==> src/rtl/mem_wb_stage_pkg.sv <==
// Shared opcode encodings and the register-writing opcode list for the W stage
// and the hazard unit's forwarding path.
package mem_wb_stage_pkg;

  localparam int OPC_W = 7;

  localparam logic [OPC_W-1:0] OP_NOP   = 7'h00;
  localparam logic [OPC_W-1:0] OP_LOAD  = 7'h03;
  localparam logic [OPC_W-1:0] OP_I     = 7'h13;
  localparam logic [OPC_W-1:0] OP_AUIPC = 7'h17;
  localparam logic [OPC_W-1:0] OP_S     = 7'h23;
  localparam logic [OPC_W-1:0] OP_R     = 7'h33;
  localparam logic [OPC_W-1:0] OP_LUI   = 7'h37;
  localparam logic [OPC_W-1:0] OP_B     = 7'h63;
  localparam logic [OPC_W-1:0] OP_JALR  = 7'h67;
  localparam logic [OPC_W-1:0] OP_JAL   = 7'h6F;

  // Unknown opcodes fall through to "no write" so stray encodings never touch the regfile.
  function automatic logic writes_rd(input logic [OPC_W-1:0] opcode);
    case (opcode)
      OP_R, OP_I, OP_LOAD, OP_LUI, OP_AUIPC, OP_JAL, OP_JALR: writes_rd = 1'b1;
      default:                                                writes_rd = 1'b0;
    endcase
  endfunction

endpackage

==> src/rtl/mem_wb_stage_wb_select.sv <==
// Writeback value select: load data, link address (pc+4) or ALU result.
// Purely combinational so the forwarding path can reuse it unregistered.
module wb_select
  import mem_wb_stage_pkg::*;
#(
  parameter int XLEN = 32
) (
  input  logic [OPC_W-1:0] opcode_i,
  input  logic [XLEN-1:0]  val_e_i,
  input  logic [XLEN-1:0]  val_m_i,
  input  logic [XLEN-1:0]  pc_i,
  output logic [XLEN-1:0]  wdata_o,
  output logic             writes_rd_o
);

  logic [XLEN-1:0] link_addr;

  // Link address wraps modulo 2^XLEN by construction of the adder width.
  assign link_addr = pc_i + XLEN'(4);

  always_comb begin
    wdata_o = val_e_i;
    case (opcode_i)
      OP_LOAD:         wdata_o = val_m_i;
      OP_JAL, OP_JALR: wdata_o = link_addr;
      default:         wdata_o = val_e_i;
    endcase
  end

  assign writes_rd_o = writes_rd(opcode_i);

endmodule

==> src/rtl/mem_wb_stage.sv <==
// W-stage pipeline register, regfile write-port generation and retired-instruction counter.
// Writeback outputs are combinational from the W registers.
module mem_wb_stage
  import mem_wb_stage_pkg::*;
#(
  parameter int              XLEN   = 32,
  parameter int              CNT_W  = 64,
  parameter logic [XLEN-1:0] RST_PC = '0
) (
  input  logic             clk_i,
  input  logic             rst_n_i,
  input  logic             W_stall_i,
  input  logic             W_bubble_i,
  input  logic             M_valid_i,
  input  logic [OPC_W-1:0] M_opcode_i,
  input  logic [4:0]       M_rd_i,
  input  logic [XLEN-1:0]  M_pc_i,
  input  logic [XLEN-1:0]  M_valE_i,
  input  logic [XLEN-1:0]  m_valM_i,
  output logic             W_valid_o,
  output logic [OPC_W-1:0] W_opcode_o,
  output logic [4:0]       W_rd_o,
  output logic [XLEN-1:0]  W_pc_o,
  output logic             w_wen_o,
  output logic [4:0]       w_rd_o,
  output logic [XLEN-1:0]  w_wdata_o,
  output logic [CNT_W-1:0] w_instret_o
);

  logic [XLEN-1:0] val_e_w;
  logic [XLEN-1:0] val_m_w;
  logic [XLEN-1:0] sel_wdata;
  logic            sel_writes_rd;
  logic            capture;

  // Bubble outranks stall; only a plain capture edge advances the pipeline.
  assign capture = !W_bubble_i && !W_stall_i;

  // ---- M -> W register boundary ----
  always_ff @(posedge clk_i or negedge rst_n_i) begin
    if (!rst_n_i) begin
      W_valid_o  <= 1'b0;
      W_opcode_o <= OP_NOP;
      W_rd_o     <= '0;
      W_pc_o     <= RST_PC;
      val_e_w    <= '0;
      val_m_w    <= '0;
    end else if (W_bubble_i) begin
      W_valid_o  <= 1'b0;
      W_opcode_o <= OP_NOP;
      W_rd_o     <= '0;
      W_pc_o     <= RST_PC;
      val_e_w    <= '0;
      val_m_w    <= '0;
    end else if (capture) begin
      W_valid_o  <= M_valid_i;
      W_opcode_o <= M_opcode_i;
      W_rd_o     <= M_rd_i;
      W_pc_o     <= M_pc_i;
      val_e_w    <= M_valE_i;
      val_m_w    <= m_valM_i;
    end
  end

  always_ff @(posedge clk_i or negedge rst_n_i) begin
    if (!rst_n_i) begin
      w_instret_o <= '0;
    end else if (capture && M_valid_i) begin
      w_instret_o <= w_instret_o + CNT_W'(1);
    end
  end

  wb_select #(
    .XLEN(XLEN)
  ) u_wb_select (
    .opcode_i    (W_opcode_o),
    .val_e_i     (val_e_w),
    .val_m_i     (val_m_w),
    .pc_i        (W_pc_o),
    .wdata_o     (sel_wdata),
    .writes_rd_o (sel_writes_rd)
  );

  // ---- W writeback port ----
  assign w_wen_o   = W_valid_o && sel_writes_rd && (W_rd_o != 5'd0);
  assign w_rd_o    = w_wen_o ? W_rd_o : 5'd0;
  assign w_wdata_o = W_valid_o ? sel_wdata : '0;

endmodule
==> config.mk <==
export PLATFORM = sky130hd
export DESIGN_NAME = mem_wb_stage
export DESIGN_NICKNAME = d
export VERILOG_FILES = /design/src/rtl/mem_wb_stage_pkg.sv /design/src/rtl/mem_wb_stage_wb_select.sv /design/src/rtl/mem_wb_stage.sv
export SDC_FILE = /design/constraint.sdc
export NUM_CORES = 1
export LEC_CHECK = 0
export BUFFER_PORTS_ARGS = -buffer_cell sky130_fd_sc_hd__buf_4
export CAP_MARGIN = 20
export CORE_MARGIN = 1
export CORE_UTILIZATION = 45
export DETAILED_ROUTE_END_ITERATION = 10
export PLACE_DENSITY = 0.81
export SLEW_MARGIN = 20
export SYNTH_ARGS = -nofsm -noshare
export SYNTH_HDL_FRONTEND = slang
export SYNTH_SLANG_ARGS = --single-unit
==> constraint.sdc <==
create_clock -name clk_i -period 2.73 [get_ports clk_i]
set_clock_uncertainty 0.15 [all_clocks]
set_input_delay 0.273 -clock clk_i [delete_from_list [all_inputs] [get_ports clk_i]]
set_output_delay 0.273 -clock clk_i [all_outputs]
set_load 0.02 [all_outputs]
Yosys cells after proc, flatten, opt, wreduce, memory -nomap -nowiden
Cells that the tools add are included.
{ "op_classes": {"bitwise": 0, "reduce_logical": 10, "muxes": 16, "div": 0, "n_eq_ne": 7, "mul": 0, "shift": 0, "n_addsub": 2, "n_lt_le_gt_ge": 0} }
{ "ops": {"columns": ["op", "count"], "rows": [
  ["$mux 32", 7],
  ["$add 64x1->64 const B", 1],
  ["$pmux 32 s2", 1],
  ["$add 32x3->32 const B", 1],
  ["$mux 5", 3],
  ["$eq 7x5->1 const B", 2],
  ["$eq 7x6->1 const B", 2],
  ["$eq 7x7->1 const B", 2],
  ["$mux 7", 2],
  ["$eq 7x2->1 const B", 1],
  ["$reduce_or 7->1", 1],
  ["$reduce_bool 5->1", 1],
  ["$logic_and 1x1->1", 4],
  ["$mux 1", 3],
  ["$logic_not 1->1", 2],
  ["$reduce_bool 2->1", 1],
  ["$reduce_or 2->1", 1]
]} }
{ "word_totals": {"register_bits": 173, "ram_bits": 0, "inputBits": 113, "mem_count": 0, "latch_bits": 0, "wordCells": 42, "output_inout_bits": 147, "romBits": 0} }

Longest topological paths before layout
Gate-level depths: netlist of run 1.
{ "depth": {"depth_word": 6, "ltp_mapped": 7, "depth_no_buf": 6} }

Modules after synthesis
From an unflattened synthesis of run 1, not the netlist that was laid out.
{ "hier_totals": {"hier_cells": 857, "area_unflattened_um2": 8836.0} }
{ "by_module_without_submodules": {"columns": ["module", "cells_per_inst", "seq_area_each_um2", "area_each_um2", "instances"], "rows": [
  ["mem_wb_stage", 682, 4329.2, 7723.7, 1],
  ["wb_select", 175, 0.0, 1112.3, 1]
]} }

Worst setup path before layout of run 1
No wires, ideal clock.
{ "synth_timing": {"path_kind": "reg-to-output", "start": "register W_pc_o[4]", "end": "output w_wdata_o[27]", "arrival_time_ps": 1973, "path_buffers": 2, "slack_ps": 334, "stages_incl_launch_ff": 8, "required_time_ps": 2307, "path_cell_list": "dfrtp_1 > and3_1 > clkbuf_1 > nand4_1 > clkbuf_1 > nor4_1 > xnor2_1 > o22ai_1"} }
{ "synth_via": {"elab_chain_len": 3} }
{ "synth_lines": {"columns": ["item", "line", "rtl"], "rows": [
  ["from (decl)", "mem_wb_stage.sv:23", "output logic [XLEN-1:0] W_pc_o,"],
  ["from (signal assigned)", "mem_wb_stage.sv:59", "W_pc_o <= M_pc_i;"],
  ["$add 32x3->32", "mem_wb_stage_wb_select.sv:19", "assign link_addr = pc_i + XLEN'(4);"],
  ["$pmux 32 s2", "mem_wb_stage_wb_select.sv:23", "case (opcode_i)"],
  ["$mux 32", "mem_wb_stage.sv:87", "assign w_wdata_o = W_valid_o ? sel_wdata : '0;"],
  ["to (decl)", "mem_wb_stage.sv:26", "output logic [XLEN-1:0] w_wdata_o,"]
]} }
Every way passes these cells.

Worst setup path in the final report of run 1
{ "layout_timing": {"start": "register W_pc_o[12]", "end": "output w_wdata_o[29]"} }
Same word-level chain as after synthesis.

==> impl_metrics.toml, run 1 <==
[outcome]
outcome = "complete, but fails checks"
violations = "negative setup slack"

[power]
sw_frac_of_total = 0.278
power_frac_comb = 0.160
seq_power_share = 0.467
power_density_mw_per_mm2 = 470
switchingPower_w = 0.00169
intPower_w = 0.00438
irDropWorstVdd_v = 0.000414
p_leak_nw = 6.21
clkPwrFrac = 0.373

[critical_path]
worstSetupStartpoint = "W_pc_o[12]$_DFFE_PN0P_"
critPathMaxStageDelay_ns = 0.44
cpMaxStageDelayCell = "dfrtp_2"
ff2ff_setup_slack_ns = 0.24
crit_path_frequent_cell = "buf_4"
cp.required_ns = 2.31
r2r_end = "w_instret_o[38]$_DFFE_PN0P_"
path_class = "flop to output pin"
cp_max_fo = 11
crit_path_end = "w_wdata_o[29]"
worstSetupStartpointType = "flop"
path_cells = "and4_2 > nand4_1 > buf_4 > o31a_1 > o21ai_1 > a21oi_1 > buf_4"
end_kind = "output pin"
worst-r2r-cell-count = 5
rr_startpoint = "w_instret_o[17]$_DFFE_PN0P_"
worst_ep_arrival_time_ns = 2.32

[timing]
worst_pin_slew_ns = 0.866
fmax_ghz = 0.364
drv_slew = 0
fin_crit_ns = 2.75
slew_headroom = 0.423
period_share = 1.01
rsz0062_at_grt = "true"
hold_violations = 0
setup_violations = 1
fin_ws_ns = -0.0155

[floorplanning]
io_pins = 260
core_mm2 = 0.0189
start_util = 0.462
die_x_um = 141
num_rows = 50
die_h_um = 141
die_area_mm2 = 0.0200

[synthesis]
synth_most_common_cell = "dfrtp_1"
synth_area_mm2 = 0.00874
synthFlopType = "dfrtp_1"
yosysTopAreaCell = "dfrtp_1"
yosysSeqAreaShare = 0.496
synth_common_cells = "dfrtp_1 (173), nor2_1 (129), mux2i_1 (108)"
synth_nets = 946
synth_area_leaders = "dfrtp_1 (50%), mux2i_1 (12%), nor2_1 (5.5%), xnor2_1 (5.5%), xor2_1 (2.9%)"
synth_top_cell_area_share = 0.496
yosys_register_bits = 173
synth_area_per_cell_um2 = 10.5
synth_cells = 831
yosys_warnings = 0
async_flop_share = 1.00
synth_edf_count = 0
ys_types = 46

[routing]
viasPerCell = 5.54
totalWireLength_um = 28700
wl_per_cell_um = 19.4
dr.first_iter.drc_count = 557
ant_nets = 0
drc = 0
vias = 8162
first_pass_iters = 7

[global_route]
grt_pass1_wl_um = 44300
antenna_found_initial = 1
groute.usage.overall = 0.287
grt_pass1_vias = 8213
grt-ovfl-total = 0
grt_max_degree = 111

[clocking]
clk_path_buf_depth = 2
cts_sinks = 173
htreeDepth = 4
clock_latency_ns = 0.43
cts_tree = "done"
root_buffer = "clkbuf_16"
cts.reportedPaths.clkPinSlew_ns = 0.07
cts_buffers = 17

[placement]
placedCellCount = 1321
place_hpwl_um = 18100
gp_congestion = 0.839
portBuffers = 259

[final_layout]
layout-drive-gt1-share = 0.316
fin_util = 0.683
nets = 1315
n_fill_cell = 1372
layout.cells.non_filler = 1474
areaGrowthSynthToFinish_pct = 47.8

[min_path]
hold_path_class = "input pin to flop"

[job]
drv_cap = 0
-- layout by cell type (no fill, tap or decap), types with 5 or more instances in the layout --
master and instances:
a22oi_1 25, a22oi_2 6, nand4_1 23, o22ai_1 11, inv_1 16, nor4_2 7
nor2_1 127, xnor2_1 55, nor3_1 12, nor3_2 12, nor4_4 8, clkbuf_16 17
mux2i_1 108, dfrtp_2 6, buf_12 5, xor2_1 29, and2_1 9, or4_1 5
and4_1 6, buf_6 7, dfrtp_1 167, nand2_1 46, buf_4 276, dlygate4sd3_1 110
a21oi_1 17, nand3_1 28
-- power groups by stage --
stage	Clock [W]	Sequential (W)	Combinational, W
2_1_floorplan	0	0.00292	0.000311
3_3_place_gp	0	0.00286	0.000793
3_5_place_dp	0	0.00287	0.000809
4_1_cts	0.00228	0.00282	0.000948
5_1_grt	0.00238	0.00285	0.00104
6_report	0.00226	0.00283	0.000968
-- cell families (layout without fill, tap and decap cells) --
group / Yosys count / count (layout) / share of synthesized area
flops: 173 / 173 / 0.496
buf+inv: 66 / 447 / 0.0314
fa+ha+maj: 2 / 2 / 0.00286
xor+xnor: 84 / 84 / 0.0842
mux: 109 / 109 / 0.125
simple gates: 319 / 320 / 0.202
other cells: 0 / 1 / 0
compound gates: 78 / 78 / 0.0587
-- worst min path at each step --
stage | from | to | slack, ns | cells past startpoint
global placement | rst_n_i | val_m_w[20]$_DFFE_PN0P_ | 0.18 | 1
detailed placement | rst_n_i | val_m_w[20]$_DFFE_PN0P_ | 0.18 | 1
global route | M_valid_i | W_valid_o$_DFFE_PN0P_ | 0.03 | 3
CTS | M_valid_i | W_valid_o$_DFFE_PN0P_ | 0.01 | 3
floorplan | rst_n_i | W_opcode_o[0]$_DFFE_PN0P_ | -0.17 | 0
finish | M_valid_i | W_valid_o$_DFFE_PN0P_ | 0.02 | 3
-- timing repair --
action / 4_1_cts / 5_1_grt
cloned: 1 / 1
pin swaps: 5 / 5
endpoints found under the setup margin: 32 / 31
hold buffers: 110 / 0
endpoints found under the hold margin: 174 / 0
buffers inserted: 4 / 4
resized for setup: 25 / 29
-- flip-flops by register name, summed over array words and instances, names as in the netlist --
register     flops
W_opcode_o       7
W_pc_o          32
W_rd_o           5
W_valid_o        1
val_e_w         32
val_m_w         32
w_instret_o     64
-- metal layers --
metal	share of wire	track usage	up-vias
li1	-	-	3652
met1	0.41	0.362	4005
met2	0.48	0.472	424
met3	0.079	0.0702	81
met4	0.035	0.122	0
met5	0	0	-
-- worst max-delay path: cells and delay by family (launching register included) --
family,cells,cell delay [ns]
compound gates,3,0.65
flops,1,0.44
simple gates,2,0.41
buf+inv,2,0.39
-- final cells by class --
type                            count  area [um^2]  area share
Antenna cell                        1         2.50    0.000194
Clock buffer                       21          450      0.0349
Clock inverter                     11         83.8     0.00649
Inverter                           16         60.1     0.00465
Multi-Input combinational cell    593         4290       0.333
Sequential cell                   173         4340       0.336
Tap cell                          260          325      0.0252
Timing Repair Buffer              399         3360       0.260
-- metrics by stage --
| step | area (um^2) | setup slack [ns] | setup TNS (ns) | hold WS, ns | total power [W] |
|---|---|---|---|---|---|
| finish | 12900 | -0.0155 | -0.0155 | 0.0163 | 0.00606 |
| detailed placement | 11000 | -0.0463 | -0.169 | 0.180 | 0.00368 |
| CTS | 12700 | -0.0355 | -0.151 | 0.0111 | 0.00605 |
| global route | 12900 | -0.0542 | -0.382 | 0.0347 | 0.00627 |
| global placement | 11000 | 0.0348 | 0 | 0.177 | 0.00366 |
| floorplan | 8740 | 0.334 | 0 | -0.173 | 0.00323 |
No activity file was read; power rests on OpenSTA's default activity.
==> run 2: changes to the inputs <==
Settings changed: GPL_TIMING_DRIVEN set to 0, REMOVE_ABC_BUFFERS set to 1.
==> impl_metrics.toml, run 2 (synthesized netlist as in run 1, its figures left out) <==
[power]
irDropWorstVdd_v = 0.000395
power_density_mw_per_mm2 = 472
p_leak_nw = 6.29

[final_layout]
regMostFlops = "w_instret_o"
finalInstanceArea_mm2 = 0.0132
nets = 1321
areaGrowthSynthToFinish_pct = 50.7
largest_reg_flops = 64
n_antenna_cell = 0
n_fill_cell = 1328
layout_common_cells = "buf_4 (277), dfrtp_1 (159), nor2_1 (127), dlygate4sd3_1 (110), mux2i_1 (108)"
final_common_cell = "buf_4"
layout-drive-gt1-share = 0.343

[floorplanning]
num_rows = 50
core_mm2 = 0.0189
start_util = 0.462
die_x_um = 141
die_h_um = 141
die_area_mm2 = 0.0200
io_pins = 260

[placement]
place_ws_ns = -0.218
portBuffers = 259
gp_congestion = 0.836
place_hpwl_um = 16700
place_area_mm2 = 0.0109

[clocking]
clk_path_buf_depth = 2
cts_buffers = 17
cts.reportedPaths.clkPinSlew_ns = 0.06
root_buffer = "clkbuf_16"
cts_tree = "done"
clock_latency_ns = 0.42
htreeDepth = 4
cts_sinks = 173

[critical_path]
worstSetupStartpointType = "flop"
worst_ep_arrival_time_ns = 2.37
end_kind = "output pin"
cp.required_ns = 2.31
path_class = "flop to output pin"
cp_max_fo = 8

[timing]
fin_ws_ns = -0.0671
fmax_ghz = 0.358
hold_violations = 0
worst_pin_slew_ns = 0.944
period_share = 1.02
slew_headroom = 0.371
rsz0062_at_grt = "true"
drv_slew = 0
setup_violations = 3
fin_crit_ns = 2.80

[routing]
wl_per_cell_um = 20.7
totalWireLength_um = 30700
viasPerCell = 5.65
drc = 0
ant_nets = 0
first_pass_iters = 5
dr.first_iter.drc_count = 461
vias = 8356

[outcome]
violations = "negative setup slack"
outcome = "complete, but fails checks"

[global_route]
grt-ovfl-total = 0
groute.usage.overall = 0.272
grt_pass1_vias = 7995
grt_max_degree = 113
grt_pass1_wl_um = 42400
antenna_found_initial = 0

[min_path]
hold_path_class = "input pin to flop"

[job]
drv_cap = 0
## run 2: report_power, final
| part | internal (W) | switching [W] |
|---|---|---|
| Clock | 0.00127 | 0.00111 |
| Sequential | 0.00269 | 0.000156 |
| Combinational | 0.000496 | 0.000485 |
| Total | 0.00446 | 0.00175 |
## run 2: path summary, 6_finish.rpt
kind	from	endpoint	slack, ns	cells past startpoint
max in group asynchronous	rst_n_i	w_instret_o[4]$_DFFE_PN0P_	1.24	3
min in group asynchronous	rst_n_i	val_e_w[31]$_DFFE_PN0P_	0.31	2
worst max register to register	w_instret_o[32]$_DFFE_PN0P_	w_instret_o[63]$_DFFE_PN0P_	0.21	5
worst min-delay path	W_stall_i	W_valid_o$_DFFE_PN0P_	0.17	3
worst min register to register	w_instret_o[63]$_DFFE_PN0P_	w_instret_o[63]$_DFFE_PN0P_	0.34	1
worst max-delay path	W_pc_o[2]$_DFFE_PN0P_	w_wdata_o[30]	-0.07	8
## run 2: final cells by class
type,instances,area (um^2),area share
Inverter,16,60.1,0.00456
Clock buffer,18,429,0.0326
Timing Repair Buffer,405,3500,0.266
Tap cell,260,325,0.0247
Clock inverter,14,133,0.0101
Multi-Input combinational cell,593,4370,0.332
Sequential cell,173,4350,0.330
## run 2: through the flow
| step | util | power (W) | TNS, ns | hold slack (ns) | cells |
|---|---|---|---|---|---|
| 3_5_place_dp | 0.578 | 0.00364 | -1.71 | 0.186 | 1305 |
| 5_1_grt | 0.697 | 0.00644 | -1.40 | 0.167 | 1479 |
| 6_report | 0.697 | 0.00621 | -0.131 | 0.172 | 1479 |
| 4_1_cts | 0.671 | 0.00614 | 0 | 0.136 | 1454 |
| 3_3_place_gp | 0.571 | 0.00361 | -71.52 | 0.309 | 1300 |
| 2_1_floorplan | - | 0.00317 | -14.05 | -0.173 | 781 |
## run 2: repair_timing
| action | CTS | global route |
|---|---|---|
| setup endpoints to repair | 26 | 33 |
| endpoints found under the hold margin | 200 | 0 |
| buffers inserted | 7 | 18 |
| gates cloned | 0 | 7 |
| resized for setup | 18 | 56 |
| hold buffers | 110 | 0 |
| pin swaps | 8 | 25 |
## run 2: critical path, stage by stage (launching register included)
cell	delay, ns
dfrtp_1	0.42
ha_2	0.22
and2_4	0.18
nand4_1	0.13
buf_4	0.24
nor3_2	0.20
xnor2_1	0.20
o22ai_1	0.16
buf_4	0.21
## run 2: routing by layer
layer	up-vias	global-route usage	wire, um
met5	-	0	0
met4	0	0.0824	1300
met3	109	0.0796	3070
met2	456	0.473	14900
met1	4123	0.324	11400
li1	3668	-	-
